### src/rtl/ex_stage.sv
// Execute stage: logic/shift/arith in one cycle, registered into the EX/MEM boundary.
// Define EX_MUL_EN to build the iterative 32-cycle shift-add multiplier (alusel 4).
module ex_stage (
    input  logic        clk,
    input  logic        rst,
    input  logic [2:0]  ex_alusel,
    input  logic [4:0]  ex_aluop,
    input  logic [31:0] ex_srcl,
    input  logic [31:0] ex_srcr,
    input  logic [31:0] ex_offset,
    input  logic [2:0]  ex_memop,
    input  logic [4:0]  ex_dest,
    input  logic        ex_writeEnable,
    input  logic        flush,
    output logic        stall_req,
    output logic [31:0] mem_result,
    output logic [31:0] mem_addr,
    output logic [31:0] mem_storeData,
    output logic [2:0]  mem_memop,
    output logic [4:0]  mem_dest,
    output logic        mem_writeEnable
);

    localparam logic [2:0] SEL_LOGIC = 3'd1;
    localparam logic [2:0] SEL_SHIFT = 3'd2;
    localparam logic [2:0] SEL_ARITH = 3'd3;
    localparam logic [2:0] SEL_MUL   = 3'd4;

    logic [31:0] alu_result;
    logic [31:0] mul_result;
    logic        mul_done;
    logic        wb_en;
    logic [4:0]  shamt;

    assign shamt = ex_srcr[4:0];

    always_comb begin
        alu_result = '0;
        case (ex_alusel)
            SEL_LOGIC: begin
                case (ex_aluop)
                    5'd0:    alu_result = ex_srcl & ex_srcr;
                    5'd1:    alu_result = ex_srcl | ex_srcr;
                    5'd2:    alu_result = ex_srcl ^ ex_srcr;
                    5'd3:    alu_result = ~(ex_srcl | ex_srcr);
                    default: alu_result = '0;
                endcase
            end
            SEL_SHIFT: begin
                case (ex_aluop)
                    5'd0:    alu_result = ex_srcl << shamt;
                    5'd1:    alu_result = ex_srcl >> shamt;
                    5'd2:    alu_result = $unsigned($signed(ex_srcl) >>> shamt);
                    default: alu_result = '0;
                endcase
            end
            SEL_ARITH: begin
                case (ex_aluop)
                    5'd0:    alu_result = ex_srcl + ex_srcr;
                    5'd1:    alu_result = ex_srcl - ex_srcr;
                    5'd2:    alu_result = {31'b0, $signed(ex_srcl) < $signed(ex_srcr)};
                    5'd3:    alu_result = {31'b0, ex_srcl < ex_srcr};
                    default: alu_result = '0;
                endcase
            end
            default: alu_result = '0;
        endcase
    end

`ifdef EX_MUL_EN
    localparam logic [1:0] ST_IDLE = 2'd0;
    localparam logic [1:0] ST_BUSY = 2'd1;
    localparam logic [1:0] ST_DONE = 2'd2;

    logic [1:0]  state;
    logic [4:0]  cnt;
    logic [31:0] mcand;
    logic [31:0] mplier;
    logic [31:0] acc;

    assign stall_req  = (state == ST_BUSY) ||
                        (state == ST_IDLE && ex_alusel == SEL_MUL && !flush);
    assign mul_done   = (state == ST_DONE);
    assign mul_result = acc;
    assign wb_en      = ex_writeEnable;

    // One shift-add step per BUSY cycle; the 32nd step lands on the edge into DONE.
    always_ff @(posedge clk or posedge rst) begin
        if (rst) begin
            state  <= ST_IDLE;
            cnt    <= '0;
            mcand  <= '0;
            mplier <= '0;
            acc    <= '0;
        end else if (flush) begin
            state <= ST_IDLE;
        end else begin
            case (state)
                ST_IDLE: begin
                    if (ex_alusel == SEL_MUL) begin
                        mcand  <= ex_srcl;
                        mplier <= ex_srcr;
                        acc    <= '0;
                        cnt    <= '0;
                        state  <= ST_BUSY;
                    end
                end
                ST_BUSY: begin
                    if (mplier[0])
                        acc <= acc + mcand;
                    mcand  <= mcand << 1;
                    mplier <= mplier >> 1;
                    cnt    <= cnt + 5'd1;
                    if (cnt == 5'd31)
                        state <= ST_DONE;
                end
                default: state <= ST_IDLE;
            endcase
        end
    end
`else
    assign stall_req  = 1'b0;
    assign mul_done   = 1'b0;
    assign mul_result = '0;
    assign wb_en      = ex_writeEnable && (ex_alusel != SEL_MUL);
`endif

    // A stalled or flushed cycle leaves a bubble in EX/MEM.
    always_ff @(posedge clk or posedge rst) begin
        if (rst) begin
            mem_result      <= '0;
            mem_addr        <= '0;
            mem_storeData   <= '0;
            mem_memop       <= '0;
            mem_dest        <= '0;
            mem_writeEnable <= 1'b0;
        end else if (flush || stall_req) begin
            mem_result      <= '0;
            mem_addr        <= '0;
            mem_storeData   <= '0;
            mem_memop       <= '0;
            mem_dest        <= '0;
            mem_writeEnable <= 1'b0;
        end else begin
            mem_result      <= mul_done ? mul_result : alu_result;
            mem_addr        <= ex_srcl + ex_offset;
            mem_storeData   <= ex_srcr;
            mem_memop       <= ex_memop;
            mem_dest        <= ex_dest;
            mem_writeEnable <= wb_en;
        end
    end

endmodule

### config.mk
export PLATFORM = sky130hd
export DESIGN_NAME = ex_stage
export DESIGN_NICKNAME = d
export VERILOG_FILES = /design/src/rtl/ex_stage.sv
export SDC_FILE = /design/constraint.sdc
export NUM_CORES = 1
export LEC_CHECK = 0
export BUFFER_PORTS_ARGS = -buffer_cell sky130_fd_sc_hd__clkbuf_2
export CAP_MARGIN = 40
export CORE_MARGIN = 2
export CORE_UTILIZATION = 54
export DETAILED_ROUTE_END_ITERATION = 6
export GPL_TIMING_DRIVEN = 0
export MAX_ROUTING_LAYER = met4
export PLACE_DENSITY_LB_ADDON = 0.05
export SLEW_MARGIN = 20
export SYNTH_ARGS = -nofsm -noshare
export SYNTH_HDL_FRONTEND = slang
export SYNTH_SLANG_ARGS = --single-unit
### constraint.sdc
create_clock -name clk -period 2.8 [get_ports clk]
set_input_delay 0.14 -clock clk [delete_from_list [all_inputs] [get_ports clk]]
set_output_delay 0.14 -clock clk [all_outputs]
set_load 0.01 [all_outputs]
* Word-level counts from Yosys, hierarchy flattened
Cells that the tools add are included.
** Storage, ports and cells
- Register bits :: 105
- Latch bits :: 0
- Bits in writable memories :: 0
- Bits in read-only memories :: 0
- Input bits :: 116
- Output and inout bits :: 106
- Word-level logic and storage cells :: 37
- Memories kept :: 0
** Operators by class
- $add $sub $neg :: 3
- Multipliers :: 0
- Div/mod/pow operators :: 0
- $lt $le $gt $ge :: 2
- Eq/ne operators :: 7
- Shift operators :: 3
- Muxes and demuxes :: 10
- Bitwise logic cells :: 4
- Reduce and logical (&&, ||, !) cells :: 2
** Operator list (number)
- $pmux W32 S4 :: 2
- $pmux W32 S3 :: 2
- $mux W32 :: 3
- $add A32 B32 Y32 :: 2
- $lt A32 B32 Y1 :: 2
- $and A32 B32 Y32 :: 1
- $not A32 Y32 :: 1
- $or A32 B32 Y32 :: 1
- $shl A32 B5 Y32 :: 1
- $shr A32 B5 Y32 :: 1
- $sshr A32 B5 Y32 :: 1
- $sub A32 B32 Y32 :: 1
- $xor A32 B32 Y32 :: 1
- $eq A5 B2 Y1 const B :: 2
- $eq A3 B2 Y1 const B :: 2
- $eq A5 B1 Y1 const B :: 1
- $logic_not A5 Y1 :: 1
- $mux W5 :: 1
- $eq A3 B1 Y1 const B :: 1
- $mux W3 :: 1
- $ne A3 B3 Y1 const B :: 1
- $logic_and A1 B1 Y1 :: 1
- $mux W1 :: 1

* Depth between registers and ports, before layout
- Depth in word-level cells :: 5
- Mapped depth :: 15
- Depth with buffers taken out :: 12

* Least setup slack after synthesis
OpenSTA, ideal clock, no wires.
- Path kind :: in2reg
- Start point :: input ex_srcr[2]
- End point :: register mem_result[28]
- Setup time :: 82 ps
- Arrival :: 3095 ps
- Data required time :: 2718 ps
- Setup slack :: -377 ps
- Stages on the path :: 15
- Buffers on the path :: 4
- Cell sequence :: clkbuf_1 -> inv_2 -> buf_2 -> buf_1 -> ha_1 -> buf_4 -> a21oi_2 -> o211ai_1 -> a31oi_2 -> o2111ai_1 -> a31o_2 -> a2111oi_2 -> nor3_1 -> nand3b_1 -> a31oi_1
** On the way
- Cells in the longest elaborated chain, start to end :: 4
- Elaborated cells between the ends (all ways) :: 9
- Those cells by class :: 2 x add/sub; 3 x shift; 4 x mux
** Ends and longest elaborated chain
- from (decl) :: RTL line 9 : input logic [31:0] ex_srcr,
- $sub A32 B32 Y32 (tied with other cells) :: RTL line 60 : 5'd1: alu_result = ex_srcl - ex_srcr;
- $pmux W32 S4 or $pmux W32 S3 (tied branches) :: RTL line 58, 50
- $pmux W32 S3 (*) :: RTL line 39 : case (ex_alusel)
- $mux W32 (*) :: RTL line 137 : end else if (flush || stall_req) begin
- to (signal assigned) :: RTL line 145 : mem_result <= mul_done ? mul_result : alu_result;
- to (decl) :: RTL line 16 : output logic [31:0] mem_result,
Mark *: on every way between the ends. The rest lies on a longest branch, timed or not.

* Worst setup path after layout
- Start point :: input ex_srcl[20]
- End point :: register mem_result[23]
** On the way
- Cells in the longest elaborated chain, start to end :: 4
- Elaborated cells between the ends (all ways) :: 9
- Those cells by class :: 2 x add/sub; 3 x shift; 4 x mux
** Ends and longest elaborated chain
- from (decl) :: RTL line 8 : input logic [31:0] ex_srcl,
- $sub A32 B32 Y32 (tied with other cells) :: RTL line 60
- $pmux W32 S4 or $pmux W32 S3 (tied branches) :: RTL line 58, 50
- $pmux W32 S3 (*) :: RTL line 39
- $mux W32 (*) :: RTL line 137
Marks and branches as above.

==> impl_metrics.toml <==
[run_status]
outcome = "complete, but fails checks"
failed_checks = "hold timing, setup timing"

[sta]
worstMarginPinSlew_ps = 934
max_freq_mhz = 354
period_share_pct = 101
period_minus_slack_ps = 2830
fin_tns_setup_ps = -55.2
setup_viol = 4
final.setup.worst_slack_ps = -27.1
relSlewSlack_pct = 37.5
drv_slew = 0
whs_ps = -3.28
hold_violations = 1

[power]
ir_drop_mv = 0.320
power_density_mw_per_mm2 = 359
p_total_mw = 5.97
power_leakage_nw = 7.54

[layout]
fin_util_pct = 65.9
final-seq-area_sq_mm = 0.00263
drive_gt1_share_pct = 21.9
mostFrequentLayoutCells = "211 x clkbuf_2, 208 x nor2_1, 172 x a21oi_1"
multi_input_area_sq_mm = 0.0108
final_common_cell = "clkbuf_2"
syn_to_final_growth_pct = 19.4
layout.nets = 2312
nFillCells = 2192

[synth]
synth.area.mux_share_pct = 12.4
synth_area_sq_mm = 0.0139
synth-seq-cells = 105
ys_seq_area_share_pct = 18.9
async_flop_share_pct = 100
synth_top_family_by_area = "compound AO/OA/AOI/OAI gates"
yosys_warnings = 0
syn-num-nets = 2058
synth_compound_area_share_pct = 28.2
synth_cell_type_count = 96
synthSimpleGateAreaFrac_pct = 18.6
syn_avg_cell_area_sq_um = 7.71
synth_cells = 1808
synthAdderAreaFrac_pct = 12.2
synthXorXnorAreaFrac_pct = 2.51
ys.flop_type = "dfrtp_1"
synth_edf_count = 0

[clock_network]
path_clk_slew_ps = 80
h-tree-depth = 3
cts-root-buf = "clkbuf_16"
cts_tree = "done"
cts_num_sinks = 105
cts_buffer_depth = 2
numCtsBuffers = 9

[critical_path]
cp-end-kind = "flop"
crit_type = "in -> reg"
cp.arrival_ps = 3100
crit_start = "ex_srcl[20]"
worstPathRequired_ps = 3080
worst_setup_path_start_kind = "input pin"
critPathCapture = "mem_result[23]"
path_max_fanout = 10

[place]
gp_congestion = 1.09
port_buffers = 218
dp_hpwl_microns = 50100

[routing]
ant_nets = 0
drt-pass1-iter-count = 6
vias = 16900
routedWlPerCell_microns = 27.6
vias_per_cell = 7.05
drt_iter0_drc = 2393
drc = 0
wl_microns = 66100

[floorplanning]
die_y_microns = 165
start_util_pct = 55.2
core_sq_mm = 0.0253
rows = 58
fp.dieArea_sq_mm = 0.0271
die_w_microns = 165
ios = 222

[run]
drv_cap = 0

[grt]
grt_pass1_vias = 16200
grt_usage_pct = 49.1
overflow = 0
grt_first_pass_wirelength_microns = 96400
grt_max_degree = 37
antenna_found_initial = 1

[min_path]
whs_path_depth = 2
min_path_type = "in -> reg"
[timing repair]
action	CTS	global route
setup endpoints to repair	32	30
pin swaps	14	23
gates cloned	0	1
hold endpoints to repair	20	0
hold buffers	8	0
buffers inserted	7	7
resized for setup	70	80
[metrics by stage]
stage | hold WS, ps | worst slack [ps] | instances | area (sq um)
CTS | 2.42 | -40.0 | 2387 | 16300
global route | 1.27 | -35.3 | 2397 | 16600
finish | -3.28 | -27.1 | 2399 | 16600
global placement | 359 | -1470 | 2356 | 15500
floorplan | 222 | -21.1 | 1808 | 14000
detailed placement | 178 | -1380 | 2361 | 15500
[power breakdown]
part	internal [mW]	total (mW)	switching, mW	leakage, nW
Sequential	1.61	1.64	0.0316	1.39
Clock	0.647	1.38	0.734	0.139
Combinational	1.06	2.95	1.89	6.01
[cells by family after synthesis]
logic type / after synthesis
AOI/OAI and AO/OA: 608
and+or+nand+nor: 554
buffers and inverters: 243
adders and majority gates: 134
muxes: 123
DFF: 105
xor gates and xnor gates: 40
other: 1
[cell usage after synthesis, types with 12 or more instances]
cell | count | area, sq um
a211oi_1 | 46 | 345
a21o_1 | 35 | 263
a21oi_1 | 182 | 911
a221oi_1 | 12 | 105
a31oi_1 | 31 | 194
buf_1 | 18 | 67.6
buf_2 | 19 | 95.1
clkbuf_1 | 81 | 304
dfrtp_1 | 105 | 2630
ha_1 | 131 | 1640
inv_1 | 108 | 405
mux2_2 | 19 | 214
mux2i_1 | 66 | 661
mux4_2 | 38 | 856
nand2_1 | 135 | 507
nand2b_1 | 17 | 106
nand3_1 | 32 | 160
nor2_1 | 210 | 788
nor2b_1 | 22 | 138
nor3_1 | 49 | 245
o211ai_1 | 29 | 218
o21a_1 | 13 | 97.6
o21ai_0 | 135 | 676
o21bai_1 | 14 | 105
or3_1 | 13 | 81.3
xnor2_1 | 28 | 245
xor2_1 | 12 | 105
[per-layer routing]
| layer | track usage [%] | share of wire (%) |
|---|---|---|
| met1 | 57.7 | 35 |
| met4 | 33.9 | 8.6 |
| met2 | 72.7 | 42 |
| met5 | - | 0 |
| met3 | 14.0 | 14 |
[worst max-delay path, cell delays in order]
cell and delay [ps]:
buf_2 340, inv_1 220, ha_1 360, clkbuf_2 250
inv_1 130, a21oi_1 200, o21bai_1 80, a21oi_1 330
o41ai_4 170, a21oi_1 170, xnor2_1 80, or3_1 360
a31oi_2 240
[worst min path at each step]
stage / from / to / slack, ps
after floorplan: ex_alusel[2] / mem_writeEnable / 220
after global placement: ex_memop[2] / mem_memop[2] / 360
after detailed placement: rst / mem_result[7] / 180
after CTS: ex_dest[4] / mem_dest[4] / 2
after global routing: ex_dest[4] / mem_dest[4] / 1
final: ex_dest[4] / mem_dest[4] / -3
[flip-flops by register name (all words and copies together) (netlist names)]
name,count
mem_memop,3
mem_dest,5
mem_addr,32
mem_result,32
mem_writeEnable,1
mem_storeData,32
[area by class of cell]
| type | instances | share of cell area (%) |
|---|---|---|
| well taps | 330 | 2.48 |
| clock inverters | 5 | 0.286 |
| clock buffers | 10 | 1.44 |
| repair inverters | 1 | 0.0526 |
| inverters | 112 | 2.67 |
| repair buffers | 248 | 8.48 |
| flip-flops and latches | 105 | 15.8 |
| diodes | 3 | 0.0451 |
| plain buffers | 125 | 3.83 |
| multi-input cells | 1460 | 64.9 |
No activity file was read; power rests on OpenSTA's default activity.
